**src/rtl/alu_arbiter.sv**
```systemverilog
// Two-port arbiter/sequencer sharing one pipelined 5-bit ALU between two requesters.
// Tags follow each issued op through the ALU latency and steer the result back to its owner.
module alu_arbiter #(
  parameter bit FIXED_PRIO = 1'b0
) (
  input  logic              clk,
  input  logic              rst,
  input  logic              hold,
  input  logic              req_valid_0,
  input  logic              req_valid_1,
  output logic              req_ready_0,
  output logic              req_ready_1,
  input  logic signed [4:0] req_a_0,
  input  logic signed [4:0] req_b_0,
  input  logic              req_a_en_0,
  input  logic [2:0]        req_a_op_0,
  input  logic              req_b_en_0,
  input  logic [1:0]        req_b_op_0,
  input  logic signed [4:0] req_a_1,
  input  logic signed [4:0] req_b_1,
  input  logic              req_a_en_1,
  input  logic [2:0]        req_a_op_1,
  input  logic              req_b_en_1,
  input  logic [1:0]        req_b_op_1,
  output logic              alu_en,
  output logic signed [4:0] alu_a,
  output logic signed [4:0] alu_b,
  output logic              alu_a_en,
  output logic [2:0]        alu_a_op,
  output logic              alu_b_en,
  output logic [1:0]        alu_b_op,
  input  logic              alu_c_en,
  input  logic signed [5:0] alu_c,
  output logic              resp_valid_0,
  output logic              resp_valid_1,
  output logic signed [5:0] resp_data,
  output logic              err_unexp,
  output logic              err_lost,
  output logic              busy
);

  typedef enum logic {RUN = 1'b0, DRAIN = 1'b1} state_t;

  state_t            state_q, state_d;
  logic [1:0]        cnt_q, cnt_d;
  logic              in_drain;
  logic              rr_q;
  logic              pick1, can_grant, gnt0, gnt1, xfer;
  logic              alu_en_q, alu_a_en_q, alu_b_en_q;
  logic signed [4:0] alu_a_q, alu_b_q;
  logic [2:0]        alu_a_op_q;
  logic [1:0]        alu_b_op_q;
  logic              tag_p0_q, tag_p1_q, tag_p2_q;
  logic              tag_vld_p1_q, tag_vld_p2_q;
  logic              resp_valid0_q, resp_valid1_q;
  logic signed [5:0] resp_data_q;
  logic              err_unexp_q, err_lost_q;
  logic              ret;

  always_ff @(posedge clk) begin
    if (rst) begin
      state_q <= DRAIN;
      cnt_q   <= 2'd3;
    end else begin
      state_q <= state_d;
      cnt_q   <= cnt_d;
    end
  end

  // Drain covers the ALU latency so results launched before reset are discarded silently.
  always_comb begin
    state_d = state_q;
    cnt_d   = cnt_q;
    case (state_q)
      DRAIN: begin
        cnt_d = cnt_q - 2'd1;
        if (cnt_q == 2'd1) state_d = RUN;
      end
      default: state_d = RUN;
    endcase
  end

  always_comb begin
    in_drain = (state_q == DRAIN);
  end

  always_comb begin
    pick1     = FIXED_PRIO ? 1'b0 : rr_q;
    can_grant = !rst && !in_drain && !hold;
    gnt0      = can_grant && req_valid_0 && (!req_valid_1 || !pick1);
    gnt1      = can_grant && req_valid_1 && (!req_valid_0 || pick1);
    xfer      = gnt0 || gnt1;
  end

  // Issue stage: operand/opcode registers hold when idle, alu_en is a single-cycle strobe.
  always_ff @(posedge clk) begin
    if (rst) begin
      rr_q       <= 1'b0;
      alu_en_q   <= 1'b0;
      alu_a_q    <= '0;
      alu_b_q    <= '0;
      alu_a_en_q <= 1'b0;
      alu_a_op_q <= '0;
      alu_b_en_q <= 1'b0;
      alu_b_op_q <= '0;
    end else begin
      alu_en_q <= xfer;
      if (xfer) begin
        rr_q       <= gnt0;
        tag_p0_q   <= gnt1;
        alu_a_q    <= gnt1 ? req_a_1    : req_a_0;
        alu_b_q    <= gnt1 ? req_b_1    : req_b_0;
        alu_a_en_q <= gnt1 ? req_a_en_1 : req_a_en_0;
        alu_a_op_q <= gnt1 ? req_a_op_1 : req_a_op_0;
        alu_b_en_q <= gnt1 ? req_b_en_1 : req_b_en_0;
        alu_b_op_q <= gnt1 ? req_b_op_1 : req_b_op_0;
      end
    end
  end

  // Tag pipeline: stage p2 lines up with the cycle the ALU presents alu_c_en.
  always_ff @(posedge clk) begin
    tag_p1_q <= tag_p0_q;
    tag_p2_q <= tag_p1_q;
    if (rst) begin
      tag_vld_p1_q <= 1'b0;
      tag_vld_p2_q <= 1'b0;
    end else begin
      tag_vld_p1_q <= alu_en_q;
      tag_vld_p2_q <= tag_vld_p1_q;
    end
  end

  assign ret = tag_vld_p2_q && alu_c_en;

  // Return stage and sticky error flags.
  always_ff @(posedge clk) begin
    if (rst) begin
      resp_valid0_q <= 1'b0;
      resp_valid1_q <= 1'b0;
      resp_data_q   <= '0;
      err_unexp_q   <= 1'b0;
      err_lost_q    <= 1'b0;
    end else begin
      resp_valid0_q <= ret && !tag_p2_q;
      resp_valid1_q <= ret && tag_p2_q;
      if (ret) resp_data_q <= alu_c;
      err_lost_q  <= err_lost_q || (tag_vld_p2_q && !alu_c_en);
      err_unexp_q <= err_unexp_q || (!tag_vld_p2_q && alu_c_en && !in_drain);
    end
  end

  assign req_ready_0  = gnt0;
  assign req_ready_1  = gnt1;
  assign alu_en       = alu_en_q;
  assign alu_a        = alu_a_q;
  assign alu_b        = alu_b_q;
  assign alu_a_en     = alu_a_en_q;
  assign alu_a_op     = alu_a_op_q;
  assign alu_b_en     = alu_b_en_q;
  assign alu_b_op     = alu_b_op_q;
  assign resp_valid_0 = resp_valid0_q;
  assign resp_valid_1 = resp_valid1_q;
  assign resp_data    = resp_data_q;
  assign err_unexp    = err_unexp_q;
  assign err_lost     = err_lost_q;
  assign busy         = alu_en_q || tag_vld_p1_q || tag_vld_p2_q ||
                        resp_valid0_q || resp_valid1_q || in_drain;

endmodule

```
**config.mk**
```make
export PLATFORM = sky130hd
export DESIGN_NAME = alu_arbiter
export DESIGN_NICKNAME = d
export VERILOG_FILES = /design/src/rtl/alu_arbiter.sv
export SDC_FILE = /design/constraint.sdc
export NUM_CORES = 1
export LEC_CHECK = 0
export CORE_MARGIN = 8
export CORE_UTILIZATION = 25
export DETAILED_ROUTE_END_ITERATION = 10
export SLEW_MARGIN = 30
export SYNTH_ARGS = -nofsm -noshare
export SYNTH_HDL_FRONTEND = slang
export SYNTH_SLANG_ARGS = --single-unit
```
**constraint.sdc**
```tcl
create_clock -name clk -period 5 [get_ports clk]
set_clock_uncertainty 0.15 [all_clocks]
set_input_delay 0.5 -clock clk [delete_from_list [all_inputs] [get_ports clk]]
set_output_delay 0.5 -clock clk [all_outputs]
set_load 0.03 [all_outputs]
```
# == Yosys cells after proc, flatten, opt, wreduce, memory -nomap -nowiden ==
# Cells that the tools add are included.
# classes
n_bitwise,1
n_addsub,1
n_mux,8
n_eq_ne,1
reduce_logical,32
# ops
operator,count
$logic_and 1x1->1,12
$logic_or 1x1->1,10
$mux 5,2
$logic_not 1->1,9
$mux 1,4
$mux 3,1
$eq 2x1->1 const B,1
$mux 2,1
$reduce_and 2->1,1
$sub 2x1->2 const B,1
$not 1->1,1
# totals
word_cells,63
in_bits,46
out_inout_bits,31
regBits,37

# == Logic depth before layout (Yosys ltp) ==
# Gate-level depths: netlist of run 1.
# logic_depth
ltp_word,7
depth_mapped,6
depth_no_buf,4

# == Least setup slack after synthesis of run 1 ==
# OpenSTA, ideal clock, no wires.
# synth_timing
path_kind,input port to output port
startpoint,input hold
endpoint,output req_ready_1
setup_slack_ps,3034
required_ps,4350
cell_stages,5
path_buffers,2
t_arrival_ps,1316
cell_sequence,nor3_1 -> buf_4 -> buf_4 -> nand3_1 -> inv_1
# synth_via
elab_chain_cells,4
# synth_lines
element,line,rtl
"start, declared",8,"input logic hold,"
$logic_not 1->1,89,can_grant = !rst && !in_drain && !hold;
$logic_and 1x1->1,89,
$logic_and 1x1->1 (2 in series),91,gnt1 = can_grant && req_valid_1 && (!req_valid_0 || pick1);
"end, declared",12,"output logic req_ready_1,"
# No other way between the ends.

# == Final worst setup path of run 1 ==
# layout_timing
startpoint,input rst
endpoint,output req_ready_1
# layout_via
elab_chain_cells,5
# layout_lines
element,line,rtl
"start, declared",7,"input logic rst,"
$logic_not 1->1,89,
$logic_and 1x1->1 (2 in series),89,
$logic_and 1x1->1 (2 in series),91,
# No other way between the ends.

==> impl_metrics.json, run 1 <==
{
  "status": "finished, final reports clean",
  "synth_area_per_cell_um2": 9.132,
  "area_delta_synth_final_pct": 51.55,
  "max_slew_margin_pct": 47.38,
  "max_freq_mhz": 301.1,
  "io-pin-count": 77,
  "drive_gt1_share_pct": 7.317,
  "max-cap-violations": 0,
  "hold_path_end": "tag_p2_q",
  "r2r_slack_ps": 2860,
  "cts-hold-fix-buffers": 0,
  "yosysSeqAreaShare_pct": 45.42,
  "instances_no_fill": 323,
  "clk_latency_ps": 280,
  "post-dp-hpwl_um": 3796,
  "postCtsSetupBuffers": 0,
  "p_leak_nw": 0.8190,
  "synthFlopType": "dfxtp_1",
  "synth_seq_cells": 37,
  "overflow": 0,
  "finalSetupTns_ps": 0,
  "portBuffers": 76,
  "synth-xor-area-share_pct": 0.5299,
  "fin_crit_sh_pct": 66.42,
  "fp.dieH_um": 97.31,
  "n_antenna_cell": 0,
  "use_met2_pct": 16.82,
  "yosys_warnings": 0,
  "async_reset_ff_share_pct": 0,
  "clock_path_buffers": 2,
  "synth-simple-area-share_pct": 16.88,
  "clock-sinks": 37,
  "critical_path_arrival_ps": 2670,
  "fin_hold_ws_ps": 189.5,
  "multi_input_area_um2": 743.2,
  "nNetsFinal": 292,
  "track_usage_pct": 10.94,
  "cts-root-buf": "clkbuf_8",
  "synth.area.mux_share_pct": 0,
  "period_needed_ps": 3321,
  "finalHoldViolations": 0,
  "grt_pass1_vias": 1593,
  "htreeDepth": 2,
  "powerDensity_nw_per_um2": 299.5,
  "grt_use_met1_pct": 13.41,
  "gr-max-usage-layer": "met2",
  "synth_compound_area_share_pct": 26.50,
  "gp_congestion": 0.7541,
  "worstPathRequired_ps": 4350,
  "drt-initial-drc-count": 115,
  "syn_area_um2": 1653,
  "vias": 1622,
  "cts_tree": "yes",
  "worstPathMaxFanout": 37,
  "grt_max_degree": 38,
  "reg2reg_depth": 3,
  "routed_wl_um": 5297,
  "synth_edf_count": 1,
  "hold_path.class": "reg2reg",
  "grt_pass1_wl_um": 8576,
  "ant_nets": 0,
  "rsz0062_at_grt": "false",
  "grtUsageMet3_pct": 4.765,
  "path_class": "in2out",
  "end_kind": "output pin",
  "rr_endpoint": "tag_p0_q",
  "die_w_um": 97.31,
  "clk_pin_slew_ps": 70,
  "peakVddDrop_uv": 141.1,
  "die-area_um2": 9469,
  "std_cell_rows": 29,
  "start_util_pct": 25.88,
  "route.detailed.drc": 0,
  "critPathLaunchType": "input pin",
  "ys_types": 31,
  "holdCritStartpoint": "tag_p1_q",
  "worst_pin_slew_ps": 786.8,
  "syn_inst": 181,
  "report.power.total_mw": 0.7503,
  "r2r-start": "in_drain",
  "nFillCells": 642,
  "final-max-slew-violation-count": 0,
  "postSynthNetCount": 228,
  "cts_inserted_buffers": 5,
  "wl_per_cell_um": 16.40,
  "setup-violations-final": 0,
  "core_um2": 6386,
  "antenna_found_initial": 0,
  "synth_top_family_by_area": "compound AO/OA/AOI/OAI gates",
  "dp.cells": 315,
  "hold_depth": 0,
  "ctsResizeCount": 0,
  "synthAdderAreaFrac_pct": 0.7570,
  "drt_pass1_iterations": 7,
  "register_area_um2": 750.7,
  "via_per_inst": 5.022
}
==> cells by family after synthesis <==
group | Yosys count
AO/OA/AOI/OAI | 62
XOR/XNOR | 1
adder cells (fa/ha/maj) | 1
buffers and inverters | 29
flip-flops | 37
AND/OR/NAND/NOR | 51
==> sequential cells by signal (all words and copies together), names as in the netlist, 2 cells and up <==
name	count
cnt_q	2
alu_b	5
alu_a_op	3
resp_data	6
alu_a	5
alu_b_op	2
==> cell usage in the layout (no fill, tap or decap), types with 4 or more instances in the layout <==
cell type | Yosys | layout
dfxtp_1 | 36 | 36
nand4_1 | 17 | 17
a311oi_1 | 17 | 17
clkdlybuf4s50_1 | 0 | 76
o31ai_1 | 14 | 14
inv_1 | 5 | 5
nand3_1 | 7 | 7
buf_4 | 3 | 4
a21oi_1 | 25 | 25
nand2_1 | 11 | 11
clkbuf_8 | 0 | 7
==> per-layer routing <==
| layer | routed length [um] | vias up |
|---|---|---|
| li1 | - | 815 |
| met1 | 2393 | 746 |
| met2 | 2425 | 59 |
| met3 | 443 | 2 |
| met4 | 34 | 0 |
| met5 | 0 | - |
==> where the power goes <==
group	internal, mW	switching (mW)	total, mW	leakage [nW]
sequential	0.320	0.0174	0.337	0.302
clock	0.125	0.101	0.226	0.0542
combinational	0.0875	0.100	0.188	0.463
==> Yosys cell counts (2+ instances only) <==
cell      count  area [um^2]
o31ai_1      14        105.1
o31ai_2       3        37.54
buf_6         3        33.78
inv_1         5        18.77
a21oi_1      25        125.1
dfxtp_1      36        720.7
nand2_1      11        41.29
nand4_1      17        106.4
buf_2         8        40.04
nor2b_1       3        18.77
a311oi_1     17        148.9
and2_1        2        12.51
nand3_1       7        35.03
buf_4         3        22.52
clkbuf_1      8        30.03
nor3_1        2        10.01
nor2_1        3        11.26
==> cell type report <==
type / count / area share, %
well taps: 77 / 3.846
repair buffers: 80 / 31.57
multi-input cells: 115 / 29.67
flip-flops and latches: 37 / 29.97
clock buffers: 7 / 3.846
clock inverters: 1 / 0.1998
inverters: 6 / 0.8991
==> critical path, cell delays in order <==
cell and delay, ps:
clkdlybuf4s50_1 400, buf_4 240, nor3_2 160, buf_4 370, nand3_1 160, inv_1 120
clkdlybuf4s50_1 700
==> per-stage QoR <==
step	area (um^2)	setup WS, ps	util (%)
after floorplan	1653	3034	-
after global placement	2404	1724	37.64
after detailed placement	2404	1714	37.64
after CTS	2505	1690	39.22
after global routing	2505	1545	39.22
final	2505	1679	39.22
==> how the worst max path moves through the flow <==
stage | startpoint | endpoint | slack (ps)
finish | rst | req_ready_1 | 1680
global route | rst | req_ready_1 | 1550
CTS | rst | req_ready_1 | 1690
detailed placement | rst | req_ready_1 | 1710
global placement | rst | req_ready_1 | 1720
floorplan | hold | req_ready_1 | 3030
No activity file was read; power rests on OpenSTA's default activity.
==> run 2: changes to the inputs <==
==> constraint.sdc (replaced) <==
create_clock -name clk -period 3.31 [get_ports clk]
set_clock_uncertainty 0.15 [all_clocks]
set_input_delay 0.331 -clock clk [delete_from_list [all_inputs] [get_ports clk]]
set_output_delay 0.331 -clock clk [all_outputs]
set_load 0.03 [all_outputs]
==> run 2 against run 1 <==
Clock power increased by 51%. Largest power group unchanged. Utilization increased by 0.24 points. Worst setup slack got worse by 680 ps.
==> impl_metrics.json, run 2 (synthesis results as in run 1) <==
{
  "grt_max_degree": 36,
  "htreeDepth": 2,
  "nNetsFinal": 293,
  "wl_per_cell_um": 16.43,
  "routed_wl_um": 5323,
  "crit_chain": "clkdlybuf4s50_1 > nand2b_1 > nand3_1 > inv_1 > buf_12",
  "postCtsSetupBuffers": 0,
  "crit_slowest_cell": "nand2b_1",
  "die-area_um2": 9469,
  "largest_reg_flops": 6,
  "core_um2": 6386,
  "p_leak_nw": 0.8306,
  "clk_pin_slew_ps": 70,
  "status": "finished, final reports clean",
  "ant_nets": 0,
  "gr-max-usage-layer": "met2",
  "grt_pass1_wl_um": 8797,
  "report.power.total_mw": 1.137,
  "n_antenna_cell": 0,
  "max_freq_mhz": 431.9,
  "clock-sinks": 37,
  "drt_pass1_iterations": 5,
  "drt-initial-drc-count": 71,
  "period_needed_ps": 2315,
  "path_class": "in2out",
  "portBuffers": 76,
  "worst_pin_slew_ps": 702.8,
  "use_met2_pct": 17.19,
  "worstPathMaxFanout": 18,
  "critPathLaunchType": "input pin",
  "clk_latency_ps": 290,
  "grt_use_met1_pct": 13.49,
  "powerDensity_nw_per_um2": 451.1,
  "die_w_um": 97.31,
  "worstPathRequired_ps": 2830,
  "io-pin-count": 77,
  "max-cap-violations": 0,
  "critical_path_arrival_ps": 1830,
  "final_common_cell": "clkdlybuf4s50_1",
  "ctsResizeCount": 0,
  "rsz0062_at_grt": "false",
  "layout_common_cells": "clkdlybuf4s50_1, dfxtp_1, a21oi_1",
  "post-route-util_pct": 39.46,
  "post-dp-hpwl_um": 3846,
  "max_slew_margin_pct": 53.15,
  "peakVddDrop_uv": 228.6,
  "end_kind": "output pin",
  "cts_tree": "yes",
  "hold_path.class": "reg2reg",
  "vias": 1651,
  "grtUsageMet3_pct": 4.836,
  "finalSetupTns_ps": 0,
  "via_per_inst": 5.096,
  "fin_crit_sh_pct": 69.95,
  "start_util_pct": 25.88,
  "grt_pass1_vias": 1692,
  "route.detailed.drc": 0,
  "fp.dieH_um": 97.31,
  "area_delta_synth_final_pct": 52.46,
  "cpPeakStageDelay_ps": 530,
  "drive_gt1_share_pct": 8.502,
  "clock_path_buffers": 2,
  "overflow": 0,
  "std_cell_rows": 29,
  "antenna_found_initial": 0,
  "setup-violations-final": 0,
  "cts-hold-fix-buffers": 0,
  "cts-root-buf": "clkbuf_8",
  "track_usage_pct": 11.16,
  "finalHoldViolations": 0,
  "final-max-slew-violation-count": 0,
  "cts_inserted_buffers": 5,
  "gp_congestion": 0.7558
}
[run 2: final cells by class]
class / count / area [um^2]
Multi-Input combinational cell: 115 / 743.2
Fill cell: 643 / 3866
Sequential cell: 37 / 750.7
Clock buffer: 7 / 96.34
Timing Repair Buffer: 81 / 805.8
Inverter: 6 / 22.52
Clock inverter: 1 / 5.005
Tap cell: 77 / 96.34
[run 2: metal layers]
layer | part of all wire, % | wire [um]
met5 | 0 | 0
met2 | 46 | 2439
met1 | 45 | 2412
met3 | 7.3 | 387
met4 | 1.6 | 84
[run 2: final timing paths]
check	slack (ps)	to	cells after the start	start
worst max-delay path	990	req_ready_1	5	req_valid_0
worst min-delay path	180	tag_p2_q	0	tag_p1_q
worst max register to register	1450	tag_p0_q	2	in_drain
worst min register to register	180	tag_p2_q	0	tag_p1_q
[run 2: power breakdown]
part           total [mW]  internal [mW]  switching [mW]
combinational       0.287          0.133           0.154
clock               0.341          0.188           0.153
sequential          0.508          0.483          0.0251
[run 2: critical path: cells and delay by family]
family / cells / cell delay [ps]
buffers and inverters: 3 / 770
and+or+nand+nor: 2 / 740
[run 2: through the flow]
step / hold slack, ps / instance area, um^2 / setup WS [ps] / std cells
after floorplan: 159.6 / 1653 / 1589 / 181
after global routing: 188.0 / 2520 / 849.6 / 324
after CTS: 183.4 / 2520 / 1006 / 324
after global placement: 163.0 / 2419 / 898.5 / 316
after detailed placement: 165.0 / 2419 / 846.6 / 316
final: 179.8 / 2520 / 994.7 / 324
==> run 3: changes to the inputs <==
==> constraint.sdc (replaced) <==
create_clock -name clk -period 2.3 [get_ports clk]
set_clock_uncertainty 0.15 [all_clocks]
set_input_delay 0.23 -clock clk [delete_from_list [all_inputs] [get_ports clk]]
set_output_delay 0.23 -clock clk [all_outputs]
set_load 0.03 [all_outputs]
==> run 3 against run 2 <==
Global-route usage about the same. Critical endpoint is now busy. Via count increased by 3.1%. Largest cell class unchanged. Non-clock buffer count up 8. Register-to-register slack worse by 840 ps. Flip-flop and latch count is the same.
==> impl_metrics.json, run 3 (synthesis results as in run 1) <==
{
  "via_per_inst": 5.127,
  "powerDensity_nw_per_um2": 620.7,
  "start_util_pct": 25.88,
  "fin_crit_sh_pct": 87.14,
  "drive_gt1_share_pct": 10.20,
  "worstPathMaxFanout": 9,
  "layout_common_cells": "clkdlybuf4s50_1, dfxtp_1, a21oi_1",
  "largest_reg_flops": 6,
  "crit_slowest_cell": "clkdlybuf4s50_1",
  "final_common_cell": "clkdlybuf4s50_1",
  "cp_top_family": "buffers and inverters",
  "cpPeakStageDelay_ps": 670,
  "crit_chain": "nor2_1 > nand2_1 > clkdlybuf4s50_1",
  "nFillCells": 668,
  "die-area_um2": 9469,
  "ant_nets": 0,
  "nNetsFinal": 301,
  "clk_latency_ps": 290,
  "switchingPower_mw": 0.4791,
  "drt_pass1_iterations": 4,
  "portBuffers": 76,
  "htreeDepth": 2,
  "max-cap-violations": 0,
  "finalSetupTns_ps": 0,
  "std_cell_rows": 29,
  "swShare_pct": 30.02,
  "track_usage_pct": 11.17,
  "setup-violations-final": 0,
  "core_um2": 6386,
  "critPathBufInv": 1,
  "path_class": "reg2out",
  "clock-sinks": 37,
  "antenna_found_initial": 0,
  "status": "finished, final reports clean",
  "period_needed_ps": 2004,
  "final-max-slew-violation-count": 0,
  "gp_congestion": 0.7207,
  "clk_pin_slew_ps": 70,
  "ctsResizeCount": 0,
  "vias": 1702,
  "grt_pass1_vias": 1640,
  "wl_per_cell_um": 16.53,
  "p_int_mw": 1.117,
  "finalHoldViolations": 0,
  "end_kind": "output pin",
  "postCtsSetupBuffers": 0,
  "overflow": 0,
  "critical_path_arrival_ps": 1620,
  "fin_hold_ws_ps": 178.9,
  "grt_max_degree": 39,
  "post-dp-hpwl_um": 3988,
  "worstPathRequired_ps": 1920,
  "route.detailed.drc": 0,
  "rsz0062_at_grt": "false",
  "cts_tree": "yes",
  "grt_pass1_wl_um": 8631,
  "max_slew_margin_pct": 76.53,
  "routed_wl_um": 5488,
  "max_freq_mhz": 498.9,
  "hold_path.class": "reg2reg",
  "cts-root-buf": "clkbuf_8",
  "sequentialPowerShare_pct": 45.7,
  "io-pin-count": 77,
  "n_antenna_cell": 0,
  "fp.dieH_um": 97.31,
  "peakVddDrop_uv": 268.3,
  "drt-initial-drc-count": 65,
  "report.power.total_mw": 1.596,
  "worst_pin_slew_ps": 352.0,
  "cts_inserted_buffers": 5,
  "p_leak_nw": 0.8580,
  "die_w_um": 97.31,
  "power.share.clock_pct": 27.3,
  "p_comb_share_pct": 27.0,
  "area_delta_synth_final_pct": 55.56,
  "cts-hold-fix-buffers": 0,
  "clock_path_buffers": 2,
  "critPathLaunchType": "register",
  "post-route-util_pct": 40.26
}
run 3: cell types whose count changed in the layout (fill, tap and decap cells not counted):
cell	change
clkbuf_8	-2
clkinv_2	-1
clkbuf_1	+3
buf_12	+1
buf_4	+7
run 3: path summary, 6_finish.rpt:
path	start	end	slack, ps	cells past startpoint
min reg2reg	tag_p1_q	tag_p2_q	180	0
min	tag_p1_q	tag_p2_q	180	0
max	tag_vld_p2_q	busy	300	3
max reg2reg	in_drain	tag_p0_q	610	4
run 3: power groups by stage:
| stage | Combinational, mW | Clock (mW) | Sequential, mW |
|---|---|---|---|
| after floorplan | 0.215 | 0 | 0.780 |
| after global placement | 0.427 | 0 | 0.744 |
| after detailed placement | 0.432 | 0 | 0.745 |
| after CTS | 0.433 | 0.458 | 0.731 |
| after global routing | 0.468 | 0.488 | 0.737 |
| final | 0.431 | 0.435 | 0.730 |
run 3: cell type report:
class / instances / area (um^2) / share of cell area [%]
repair buffers: 89 / 878.3 / 34.16
flip-flops and latches: 37 / 750.7 / 29.20
multi-input cells: 115 / 743.2 / 28.91
well taps: 77 / 96.34 / 3.747
clock buffers: 8 / 80.08 / 3.114
inverters: 6 / 22.52 / 0.8759
run 3: worst reg2reg max path, stage by stage (launching register included):
cell and delay [ps]:
dfxtp_1 380, nor3_2 280, buf_12 230, and2_1 180, buf_4 190
run 3: routing by layer:
layer | share of wire, % | global-route usage [%] | up-vias | routed length, um
li1 | - | - | 829 | -
met1 | 45 | 13.59 | 802 | 2463
met2 | 45 | 16.82 | 64 | 2496
met3 | 8.0 | 4.552 | 7 | 439
met4 | 1.6 | 4.895 | 0 | 89
met5 | 0 | 0 | - | 0
run 3: stage by stage:
| stage | setup WS, ps | cell area [um^2] | cells |
|---|---|---|---|
| 2_1_floorplan | 666.0 | 1653 | 181 |
| 3_3_place_gp | 336.7 | 2491 | 324 |
| 3_5_place_dp | 340.2 | 2491 | 324 |
| 4_1_cts | 280.0 | 2571 | 332 |
| 5_1_grt | 211.6 | 2571 | 332 |
| 6_report | 295.7 | 2571 | 332 |
